===== config.mk =====
export PLATFORM = sky130hd
export DESIGN_NAME = fetch_unit
export DESIGN_NICKNAME = d
export VERILOG_FILES = /design/src/rtl/fetch_unit.sv
export SDC_FILE = /design/constraint.sdc
export NUM_CORES = 1
export LEC_CHECK = 0
export BUFFER_PORTS_ARGS = -buffer_cell sky130_fd_sc_hd__buf_4
export CAP_MARGIN = 20
export CORE_ASPECT_RATIO = 0.6
export CORE_MARGIN = 3
export CORE_UTILIZATION = 55
export CTS_BUF_LIST = sky130_fd_sc_hd__clkbuf_4
export CTS_CLUSTER_DIAMETER = 50
export DETAILED_ROUTE_END_ITERATION = 16
export GPL_ROUTABILITY_DRIVEN = 0
export GPL_TIMING_DRIVEN = 0
export PLACE_DENSITY = 0.75
export SYNTH_ARGS = -nofsm -noshare
export SYNTH_HDL_FRONTEND = slang
export SYNTH_SLANG_ARGS = --single-unit
export TNS_END_PERCENT = 50

===== constraint.sdc =====
create_clock -name clk -period 3.9 [get_ports clk]
set_input_delay 0.585 -clock clk [delete_from_list [all_inputs] [get_ports clk]]
set_output_delay 0.585 -clock clk [all_outputs]
set_load 0.005 [all_outputs]

===== src/rtl/fetch_unit.sv =====
// rtl/fetch_unit.sv - instruction fetch stage: PC, imem requests, prefetch FIFO
//
// Owns the program counter, issues sequential reads to a synchronous
// instruction memory (data returns one cycle after the request), and buffers
// returned instructions with their addresses in a DEPTH-entry FIFO drained by
// decode through a valid/ready handshake. A redirect from the datapath
// flushes buffered and in-flight work and restarts fetch at redirect_pc.
//
// Optional feature macro: FETCH_JUMP_PREDECODE_EN
//   When defined, an instruction whose opcode (instr[15:13]) equals
//   JUMP_OPCODE redirects fetch to {3'b000, instr[12:0]} as it is pushed.
//
// Ports:
//   clk, rst_n              clock (rising edge), asynchronous active-low reset
//   imem_req, imem_addr     read strobe and address to instruction memory
//   imem_rdata              read data, valid one cycle after imem_req
//   if_valid, if_instr,     FIFO head valid, instruction and its address
//   if_pc
//   id_ready                decode accepts the head this cycle
//   redirect, redirect_pc   taken jump/branch and its target
//   halt                    level: stop issuing new requests
//   fifo_count              occupied FIFO entries

module fetch_unit #(
  parameter int unsigned    DEPTH       = 4,
  parameter logic [15:0]    RESET_PC    = 16'h0000,
  parameter logic [2:0]     JUMP_OPCODE = 3'b010
) (
  input  logic                       clk,
  input  logic                       rst_n,
  output logic                       imem_req,
  output logic [15:0]                imem_addr,
  input  logic [15:0]                imem_rdata,
  output logic                       if_valid,
  output logic [15:0]                if_instr,
  output logic [15:0]                if_pc,
  input  logic                       id_ready,
  input  logic                       redirect,
  input  logic [15:0]                redirect_pc,
  input  logic                       halt,
  output logic [$clog2(DEPTH):0]     fifo_count
);

  localparam int unsigned AW = $clog2(DEPTH);
  localparam int unsigned CW = AW + 1;

`ifdef FETCH_JUMP_PREDECODE_EN
  localparam logic PREDECODE_EN = 1'b1;
`else
  localparam logic PREDECODE_EN = 1'b0;
`endif

  typedef enum logic [1:0] {
    S_IDLE = 2'd0,
    S_RUN  = 2'd1,
    S_HALT = 2'd2
  } state_t;

  state_t          state_q, state_d;
  logic [15:0]     pc_q, pc_d;
  logic            inflight_q, inflight_d;
  logic [15:0]     inflight_pc_q, inflight_pc_d;
  logic [AW-1:0]   wr_ptr_q, wr_ptr_d;
  logic [AW-1:0]   rd_ptr_q, rd_ptr_d;
  logic [CW-1:0]   count_q, count_d;
  logic [15:0]     hold_instr_q, hold_instr_d;
  logic [15:0]     hold_pc_q, hold_pc_d;

  logic [15:0]     instr_mem_q [DEPTH];
  logic [15:0]     pc_mem_q    [DEPTH];

  logic            head_valid;
  logic            pop;
  logic            push;
  logic            redir_ext;
  logic            jump_op;
  logic            jump_hit;
  logic            issue;
  logic [CW:0]     occupancy;

  always_comb begin
    head_valid = (count_q != '0);
    pop        = head_valid && id_ready;
    // Redirects are ignored while the unit is still coming out of reset.
    redir_ext  = redirect && (state_q != S_IDLE);
    // The response of last cycle's request is dropped if a redirect kills it.
    push       = inflight_q && !redir_ext;
    jump_op    = (imem_rdata[15:13] == JUMP_OPCODE);
    // An external redirect in the same cycle wins over a predecoded jump.
    jump_hit   = PREDECODE_EN && push && jump_op;
    // Reserve a slot for every outstanding response so a push never overflows.
    occupancy  = {1'b0, count_q} + {{CW{1'b0}}, inflight_q};
    issue      = (state_q == S_RUN) && !halt && !redir_ext && !jump_hit &&
                 (occupancy < (CW+1)'(DEPTH));
  end

  always_comb begin
    state_d = state_q;
    unique case (state_q)
      S_IDLE:  state_d = S_RUN;
      S_RUN:   if (halt)  state_d = S_HALT;
      S_HALT:  if (!halt) state_d = S_RUN;
      default: state_d = S_IDLE;
    endcase
  end

  always_comb begin
    pc_d          = pc_q;
    inflight_d    = issue;
    inflight_pc_d = inflight_pc_q;
    if (redir_ext) begin
      pc_d = redirect_pc;
    end else if (jump_hit) begin
      pc_d = {3'b000, imem_rdata[12:0]};
    end else if (issue) begin
      pc_d = pc_q + 16'd1;
    end
    if (issue) begin
      inflight_pc_d = pc_q;
    end
  end

  always_comb begin
    wr_ptr_d = wr_ptr_q;
    rd_ptr_d = rd_ptr_q;
    count_d  = count_q;
    if (redir_ext) begin
      wr_ptr_d = '0;
      rd_ptr_d = '0;
      count_d  = '0;
    end else begin
      wr_ptr_d = wr_ptr_q + {{(AW-1){1'b0}}, push};
      rd_ptr_d = rd_ptr_q + {{(AW-1){1'b0}}, pop};
      count_d  = count_q + {{AW{1'b0}}, push} - {{AW{1'b0}}, pop};
    end
  end

  // Track the head being shown so the outputs keep their last value when empty.
  always_comb begin
    hold_instr_d = hold_instr_q;
    hold_pc_d    = hold_pc_q;
    if (head_valid) begin
      hold_instr_d = instr_mem_q[rd_ptr_q];
      hold_pc_d    = pc_mem_q[rd_ptr_q];
    end
  end

  always_ff @(posedge clk or negedge rst_n) begin
    if (!rst_n) begin
      state_q       <= S_IDLE;
      pc_q          <= RESET_PC;
      inflight_q    <= 1'b0;
      inflight_pc_q <= 16'h0000;
      wr_ptr_q      <= '0;
      rd_ptr_q      <= '0;
      count_q       <= '0;
      hold_instr_q  <= 16'h0000;
      hold_pc_q     <= 16'h0000;
    end else begin
      state_q       <= state_d;
      pc_q          <= pc_d;
      inflight_q    <= inflight_d;
      inflight_pc_q <= inflight_pc_d;
      wr_ptr_q      <= wr_ptr_d;
      rd_ptr_q      <= rd_ptr_d;
      count_q       <= count_d;
      hold_instr_q  <= hold_instr_d;
      hold_pc_q     <= hold_pc_d;
    end
  end

  always_ff @(posedge clk or negedge rst_n) begin
    if (!rst_n) begin
      for (int i = 0; i < int'(DEPTH); i++) begin
        instr_mem_q[i] <= 16'h0000;
        pc_mem_q[i]    <= 16'h0000;
      end
    end else if (push) begin
      instr_mem_q[wr_ptr_q] <= imem_rdata;
      pc_mem_q[wr_ptr_q]    <= inflight_pc_q;
    end
  end

  assign imem_req   = issue;
  assign imem_addr  = pc_q;
  assign if_valid   = head_valid;
  assign if_instr   = head_valid ? instr_mem_q[rd_ptr_q] : hold_instr_q;
  assign if_pc      = head_valid ? pc_mem_q[rd_ptr_q]    : hold_pc_q;
  assign fifo_count = count_q;

endmodule


-- Yosys cells after proc, flatten, opt, wreduce, memory -nomap -nowiden
Index checks and enable logic that the tools add are counted.
- register bits: 202
- input bits: 37
- logic and storage cells: 67
- add/sub/neg operators: 6
- magnitude comparators: 4
- equality and inequality tests: 4
- mux-type cells: 20
- bitwise gates (word level): 2
- reduce and logical (&&, ||, !) cells: 14
- operator list (operator ; count):
    $mux W16 ; 9
    $bwmux W64 ; 2
    $bmux W16 S2 ; 2
    $demux W16 S2 ; 1
    $add A16 B1 Y16 const B ; 1
    $mux W2 ; 4
    $logic_and A1 B1 Y1 ; 7
    $ge A3 B3 Y1 const B ; 2
    $not A2 Y3 ; 2
    $pmux W2 S3 ; 1
    $add A2 B1 Y2 ; 2
    $add A3 B1 Y4 ; 1
    $lt A4 B3 Y1 const B ; 1
    $ne A2 B2 Y1 const B ; 2
    $reduce_bool A2 Y1 ; 2
    $add A3 B1 Y3 ; 1
    $lt A3 B1 Y1 const B ; 1
    $mux W3 ; 1
    $reduce_bool A3 Y1 ; 1
    $sub A3 B1 Y3 ; 1
    $eq A2 B1 Y1 const B ; 1
    $eq A2 B2 Y1 const B ; 1
    $logic_not A1 Y1 ; 2
    $logic_not A2 Y1 ; 1
    $reduce_and A2 Y1 ; 1

-- Longest topological paths before layout
Gate-level depths: netlist of run 1.
- word-level depth: 7
- gate-level depth with buffers: 9
- gate-level depth less buffers: 8

-- Least setup slack after synthesis of run 1
Ideal clock, no wire load.
- path type: flip-flop to output port
- start: reg count_q[1] (netlist: fifo_count[1])
- end: out imem_req
- arrival time: 1794 ps
- required time: 3315 ps
- slack: 1521 ps
- cell stages (with the launch flop): 7
- path buffers: 1
- path through: dfrtp_1 ha_1 o211a_1 o22ai_1 nand2_1 inv_1 clkbuf_1
- word-level cells in the longest chain between the ends: 3
- ends and longest elaborated chain (what ; line ; source):
    start, declared ; 65 ; logic [CW-1:0] count_q, count_d;
    start signal, assigned ; 166 ; count_q <= count_d;
    $add A3 B1 Y4 ; 92 ; occupancy = {1'b0, count_q} + {{CW{1'b0}}, inflight_q};
    $lt A4 B3 Y1 ; 94 ; (occupancy < (CW+1)'(DEPTH));
    $logic_and A1 B1 Y1 ; 93 ; issue = (state_q == S_RUN) && !halt && !redir_ext && !jump_hit &&
    end, declared ; 31 ; output logic imem_req,
Every way passes these cells.

-- Worst setup path after layout of run 1
Same ends and word-level chain as after synthesis.

==> results_tabular.tex, run 1 <==
\begin{tabular}{lr}
\hline
Metric & Value \\
\hline
\multicolumn{2}{l}{\textbf{Clock tree}} \\
Clock transition at path regs & 0.07 ns \\
H-tree Lvls & 2 \\
Clock buffer depth & 3 \\
Clock network latency to the later pin of the worst-skew pair & 0.61 ns \\
Cts bufs inserted & 47 \\
CTS tree & yes \\
Root buf cell & sky130\_fd\_sc\_hd\_\_clkbuf\_4 \\
Number of clock sinks & 202 \\
\multicolumn{2}{l}{\textbf{Worst setup path}} \\
Crit path capture type & output pin \\
Setup slack on the worst flop-to-flop path & 0.98 ns \\
Critical path's top delay family & buffers and inverters \\
Startpoint Class & flop \\
Largest stage delay on the critical path & 0.47 ns \\
Data arrival at the endpoint of the critical path & 2.91 ns \\
Crit-path max FO & 14 \\
Crit Path Category & reg2out \\
Slowest cell on crit path & sky130\_fd\_sc\_hd\_\_inv\_1 \\
Critical register-to-register path endpoint & imem\_addr[12] \\
Crit path buffers/inverters & 2 \\
Cell depth of the worst flop-to-flop path & 7 \\
Ordered list of cells on the worst path & ha\_1, o211a\_1, o22ai\_1, nand2\_1, inv\_1, buf\_4 \\
Required time at the endpoint of the critical path & 3.31 ns \\
Reg-to-Reg Start & fifo\_count[1] \\
\multicolumn{2}{l}{\textbf{Floorplan}} \\
Die Span X & 168 µm \\
Row count & 34 \\
Height of the chip & 103 µm \\
Initial core utilization & 58.0\% \\
Full die area & 17400 µm² \\
Floorplan core area & 15000 µm² \\
Io pins & 90 \\
\multicolumn{2}{l}{\textbf{Power and ir drop}} \\
Peak supply drop & 0.000406 V \\
Total power & 7.53 mW \\
Leakage power total & 5.01 nW \\
Power Density & 735 nW/µm² \\
\multicolumn{2}{l}{\textbf{Synthesis}} \\
Part of the Yosys area used for sequential elements & 58.2\% \\
Library cell occupying the most area in the post-synthesis netlist & sky130\_fd\_sc\_hd\_\_dfrtp\_1 \\
Count of different cell masters after synthesis & 44 \\
Area share of the leading cell type in the synthesized netlist & 58.2\% \\
Synth Register Bits & 202 \\
Avg Cell Area, Syn & 14.6 µm² \\
Ys async rst share & 100\% \\
Post-Syn Instances & 594 \\
Primary flip-flop cell chosen by synthesis mapping & sky130\_fd\_sc\_hd\_\_dfrtp\_1 \\
Cell types with the largest area share after synthesis & sky130\_fd\_sc\_hd\_\_dfrtp\_1 (58\%), sky130\_fd\_sc\_hd\_\_mux2\_2 (21\%), sky130\_fd\_sc\_hd\_\_mux4\_2 (8.3\%) \\
Count of flip-flops with a built-in enable after synthesis & 0 \\
Total nets after synthesis & 636 \\
YS warnings & 0 \\
Netlist Area Pre-Place & 8690 µm² \\
\multicolumn{2}{l}{\textbf{STA}} \\
Clock period minus final worst setup slack & 3.49 ns \\
Count of final setup violators & 0 \\
Setup TNS & 0 ns \\
Final Hold Violating Endpoints & 0 \\
Pin slew with the least headroom to its limit & 0.724 ns \\
Final Max Slew Viols & 0 \\
Post-route fraction of the period consumed by the critical path & 89.6\% \\
Relative max-transition margin & 51.7\% \\
Setup repair after global routing missed its margin & false \\
Max Clk Rate & 286 MHz \\
Setup Skew & 0.0238 ns \\
\multicolumn{2}{l}{\textbf{Cells and area}} \\
Final core area utilization & 68.4\% \\
Most frequent standard cell in the layout excluding fill and tap cells & sky130\_fd\_sc\_hd\_\_dfrtp\_1 \\
Diode insertion count for antenna repair & 0 \\
Layout cells sized above 1 & 48.6\% \\
Signed area change from the synthesized netlist to the final layout & 18.0\% \\
Post-layout net count & 775 \\
Most frequent cells in the layout & sky130\_fd\_sc\_hd\_\_dfrtp\_1 (202), sky130\_fd\_sc\_hd\_\_mux2\_2 (160), sky130\_fd\_sc\_hd\_\_buf\_4 (88) \\
\multicolumn{2}{l}{\textbf{Run}} \\
Number of max-cap violations & 0 \\
\multicolumn{2}{l}{\textbf{GRT}} \\
First-pass GRT wire length & 31000 µm \\
Aggregate global routing overflow & 0 \\
Number of antenna violations at the first check in global routing & 0 \\
Overall routing resource usage & 22.5\% \\
Number of global-route vias before repair & 5953 \\
Maximum number of pins on one net before global-route repair & 129 \\
\multicolumn{2}{l}{\textbf{Placement}} \\
IO buf count & 89 \\
Detail Placement HPWL & 12500 µm \\
\multicolumn{2}{l}{\textbf{Routing}} \\
Router iterations before antenna repair & 4 \\
Total Wirelength & 18600 µm \\
Via Count & 5461 \\
Antenna Violating Nets Remaining & 0 \\
Vias per cell & 5.65 \\
Drt wl/cell & 19.3 µm \\
Iteration-0 DRC Markers & 303 \\
Post-detailed-route DRC marker count & 0 \\
\multicolumn{2}{l}{\textbf{Min path}} \\
Hold path start & redirect\_pc[7] \\
Hold WC Path Type & in2reg \\
Worst Hold Endpoint & imem\_addr[7] \\
Number of cells traversed by the worst hold path & 3 \\
\multicolumn{2}{l}{\textbf{Status}} \\
Run status & finished clean \\
\hline
\end{tabular}
[cell type report]
type | instances | area, µm²
buffer | 34 | 150
clock buffer | 69 | 518
clock inverter | 15 | 86.3
fill | 1054 | 4730
inverter | 3 | 11.3
multi-input combinational | 354 | 3470
sequential | 202 | 5050
tap | 198 | 248
timing repair buffer | 91 | 713
[cells in the mapped netlist (all sizes together), types with 4 or more instances]
library cell	number
nand4	7
mux4	32
o21ai	10
and3	4
buf	12
mux2	161
and2	6
nand3	8
nand2	63
ha	4
xor2	6
xnor2	9
nor2	11
dfrtp	202
clkbuf	23
[worst min-delay path, cell delays in order]
cell and delay, ns:
sky130_fd_sc_hd__buf_4 0.07, sky130_fd_sc_hd__nand2_1 0.03, sky130_fd_sc_hd__o21ai_0 0.05
[layer usage]
| metal | GRT usage (%) | vias to the layer above | share of wire [%] |
|---|---|---|---|
| li1 | - | 2459 | - |
| met2 | 35.7 | 165 | 46 |
| met3 | 5.43 | 24 | 6.2 |
| met4 | 5.41 | 0 | 1.1 |
| met5 | 0 | - | 0 |
| met1 | 32.4 | 2813 | 47 |
[metrics by stage]
| step | area (µm²) | setup WS [ns] | instances | hold WS [ns] |
|---|---|---|---|---|
| 2_1_floorplan | 8690 | 1.52 | 594 | 0.289 |
| 3_3_place_gp | 9600 | 0.910 | 881 | 0.464 |
| 3_5_place_dp | 9640 | 0.838 | 882 | 0.475 |
| 4_1_cts | 10300 | 0.183 | 967 | 0.146 |
| 5_1_grt | 10200 | 0.228 | 966 | 0.155 |
| 6_report | 10200 | 0.406 | 966 | 0.180 |
[report_power, final]
part / switching, mW / leakage, nW / internal, mW
logic: 1.08 / 1.99 / 1.48
clock network: 0.832 / 0.363 / 0.880
registers: 0.499 / 2.66 / 2.76
total: 2.41 / 5.01 / 5.12
[worst max-delay path by stage]
stage / from / to / slack [ns] / depth (start not counted)
3_5_place_dp: fifo_count[1] / imem_req / 0.84 / 7
3_3_place_gp: fifo_count[1] / imem_req / 0.91 / 7
2_1_floorplan: fifo_count[1] / imem_req / 1.52 / 6
5_1_grt: fifo_count[1] / imem_req / 0.23 / 6
4_1_cts: fifo_count[1] / imem_req / 0.18 / 7
6_report: fifo_count[1] / imem_req / 0.41 / 6
[kinds of logic (layout without fill, tap and decap cells)]
| logic type | after synthesis | count (layout) | share of synthesized area (%) |
|---|---|---|---|
| AOI/OAI and AO/OA | 26 | 26 | 1.96 |
| xor gates and xnor gates | 15 | 15 | 1.51 |
| adders and majority gates | 5 | 5 | 0.807 |
| buffers and inverters | 38 | 212 | 1.90 |
| DFF | 202 | 202 | 58.2 |
| muxes | 193 | 193 | 29.2 |
| and+or+nand+nor | 115 | 115 | 6.47 |
[repair_timing]
item / CTS / global route
hold endpoints to repair: 74 / 0
hold buffers: 1 / 0
endpoints found under the setup margin: 0 / 1
buffers inserted: 0 / 0
gates resized for setup: 0 / 0
[registers in the layout, summed over array words and instances, names as in the netlist]
name	flops
fifo_count	3
hold_instr_q	16
hold_pc_q	16
imem_addr	16
inflight_pc_q	16
inflight_q	1
instr_mem_q	64
pc_mem_q	64
rd_ptr_q	2
state_q	2
wr_ptr_q	2
No activity file was read; power rests on OpenSTA's default activity.
==> inputs of run 2 (changes only) <==
--- a/config.mk
+++ b/config.mk
@@ -13,4 +13,5 @@
 export CTS_BUF_LIST = sky130_fd_sc_hd__clkbuf_4
 export CTS_CLUSTER_DIAMETER = 50
+export CTS_CLUSTER_SIZE = 30
 export DETAILED_ROUTE_END_ITERATION = 16
 export GPL_ROUTABILITY_DRIVEN = 0
==> constraint.sdc (replaced) <==
create_clock -name clk -period 3.9 [get_ports clk]
set_input_delay 0.585 -clock clk [delete_from_list [all_inputs] [get_ports clk]]
set_output_delay 0.585 -clock clk [all_outputs]
set_load 0.1 [all_outputs]
==> results_tabular.tex, run 2 (synthesis gave the netlist of run 1 again) <==
\begin{tabular}{lr}
\hline
Metric & Value \\
\hline
\multicolumn{2}{l}{\textbf{Routing}} \\
Post-detailed-route DRC marker count & 0 \\
Via Count & 5205 \\
Vias per cell & 5.75 \\
Total Wirelength & 18000 µm \\
Iteration-0 DRC Markers & 371 \\
Antenna Violating Nets Remaining & 0 \\
Drt wl/cell & 19.8 µm \\
Router iterations before antenna repair & 4 \\
\multicolumn{2}{l}{\textbf{GRT}} \\
Global routing met1 resource utilization & 32.1\% \\
Layer with the highest usage after global routing & met2 \\
Met2 routing resource usage after global routing & 35.2\% \\
First-pass GRT wire length & 29900 µm \\
Overall routing resource usage & 21.7\% \\
Number of global-route vias before repair & 5629 \\
Number of antenna violations at the first check in global routing & 0 \\
Aggregate global routing overflow & 0 \\
Routing usage on met3 & 4.18\% \\
Maximum number of pins on one net before global-route repair & 129 \\
\multicolumn{2}{l}{\textbf{Clock tree}} \\
Setup repair bufs after CTS & 0 \\
Clock network latency to the later pin of the worst-skew pair & 0.68 ns \\
Cts bufs inserted & 14 \\
Clock transition at path regs & 0.27 ns \\
Root buf cell & sky130\_fd\_sc\_hd\_\_clkbuf\_4 \\
CTS tree & yes \\
H-tree Lvls & 1 \\
Number of clock sinks & 202 \\
Clock buffer depth & 3 \\
\multicolumn{2}{l}{\textbf{Placement}} \\
Detail Placement HPWL & 12500 µm \\
IO buf count & 89 \\
\multicolumn{2}{l}{\textbf{Floorplan}} \\
Floorplan core area & 15000 µm² \\
Initial core utilization & 58.0\% \\
Io pins & 90 \\
Full die area & 17400 µm² \\
Height of the chip & 103 µm \\
Row count & 34 \\
Die Span X & 168 µm \\
\multicolumn{2}{l}{\textbf{Worst setup path}} \\
Data arrival at the endpoint of the critical path & 3.05 ns \\
Startpoint Class & flop \\
Reg-to-Reg Start & fifo\_count[1] \\
Slowest cell on crit path & sky130\_fd\_sc\_hd\_\_dfrtp\_1 \\
Critical path's top delay family & buffers and inverters \\
Required time at the endpoint of the critical path & 3.31 ns \\
Crit Path Category & reg2out \\
Largest stage delay on the critical path & 0.51 ns \\
Crit path capture type & output pin \\
Worst setup startpoint & fifo\_count[1] \\
Crit path buffers/inverters & 2 \\
Crit-path max FO & 14 \\
Ordered list of cells on the worst path & ha\_1, o211a\_1, o22ai\_1, nand2\_1, clkinvlp\_4, buf\_4 \\
\multicolumn{2}{l}{\textbf{Cells and area}} \\
Post-layout net count & 742 \\
Most frequent cells in the layout & sky130\_fd\_sc\_hd\_\_dfrtp\_1 (202), sky130\_fd\_sc\_hd\_\_mux2\_2 (160), sky130\_fd\_sc\_hd\_\_buf\_4 (88) \\
Layout cells sized above 1 & 45.6\% \\
Sequential cell area in the final layout & 5050 µm² \\
Area of the multi-input gates & 3470 µm² \\
Biggest registers after layout & instr\_mem\_q: 64 flops, pc\_mem\_q: 64 flops \\
Most frequent standard cell in the layout excluding fill and tap cells & sky130\_fd\_sc\_hd\_\_dfrtp\_1 \\
Signed area change from the synthesized netlist to the final layout & 13.8\% \\
Diode insertion count for antenna repair & 0 \\
Filler Cells Inserted & 1090 \\
\multicolumn{2}{l}{\textbf{STA}} \\
Clock period minus final worst setup slack & 3.63 ns \\
Relative max-transition margin & 52.6\% \\
Final Max Slew Viols & 0 \\
Final Hold Violating Endpoints & 0 \\
Post-route fraction of the period consumed by the critical path & 93.2\% \\
Setup repair after global routing missed its margin & false \\
Count of final setup violators & 0 \\
Setup TNS & 0 ns \\
Max Clk Rate & 275 MHz \\
Setup Skew & 0.0876 ns \\
Pin slew with the least headroom to its limit & 0.712 ns \\
\multicolumn{2}{l}{\textbf{Min path}} \\
Hold path start & imem\_rdata[4] \\
Hold WC Path Type & in2reg \\
\multicolumn{2}{l}{\textbf{Run}} \\
Number of max-cap violations & 0 \\
\multicolumn{2}{l}{\textbf{Status}} \\
Run status & finished clean \\
\hline
\end{tabular}
[run 2: cell types whose count changed in the layout (fill, tap and decap cells not counted), sizes merged]
cell | before | now
clkbuf | 91 | 38
clkinv | 13 | 3
inv | 4 | 7
bufinv | 1 | 0
clkinvlp | 0 | 1
[run 2: stage by stage]
stage / worst slack, ns / cells / util (%) / cell area [µm²] / hold slack (ns)
after floorplan: 0.0798 / 594 / - / 8690 / 0.289
after global placement: 0.723 / 881 / 64.1 / 9600 / 0.464
after detailed placement: 0.651 / 882 / 64.4 / 9640 / 0.475
after CTS: 0.119 / 906 / 66.0 / 9880 / 0.103
after global routing: 0.0775 / 906 / 66.0 / 9890 / 0.0777
final: 0.265 / 906 / 66.0 / 9890 / 0.130
[run 2: worst paths after layout]
check / cells past startpoint / endpoint / slack [ns]
setup / recovery: 6 / imem_req / 0.27
hold / removal: 2 / instr_mem_q[20] / 0.13
setup reg to reg: 7 / imem_addr[12] / 1.04
hold reg to reg: 1 / pc_mem_q[53] / 0.52
max in group asynchronous: 3 / imem_addr[5] / 2.39
min in group asynchronous: 2 / pc_mem_q[6] / 0.42
[run 2: area by class of cell]
class                      count  area share, %
tap                          198           2.51
inverter                       3          0.152
clock buffer                  16           1.21
sequential                   202           51.1
clock inverter                 8           1.21
timing repair buffer          91           7.21
multi-input combinational    354           35.1
buffer                        34           1.52
[run 2: routing by layer]
layer / vias up / part of all wire, %
li1: 2352 / -
met3: 17 / 5.0
met1: 2714 / 48
met5: - / 0
met4: 0 / 0.95
met2: 122 / 46
[run 2: repair_timing]
item,CTS,global route
resized for setup,0,1
endpoints found under the setup margin,1,1
endpoints found under the hold margin,74,0
hold buffers,1,0
Power of run 2 is not shown: default switching activity piles up to over one toggle a cycle in this logic, so the estimate is an artifact.
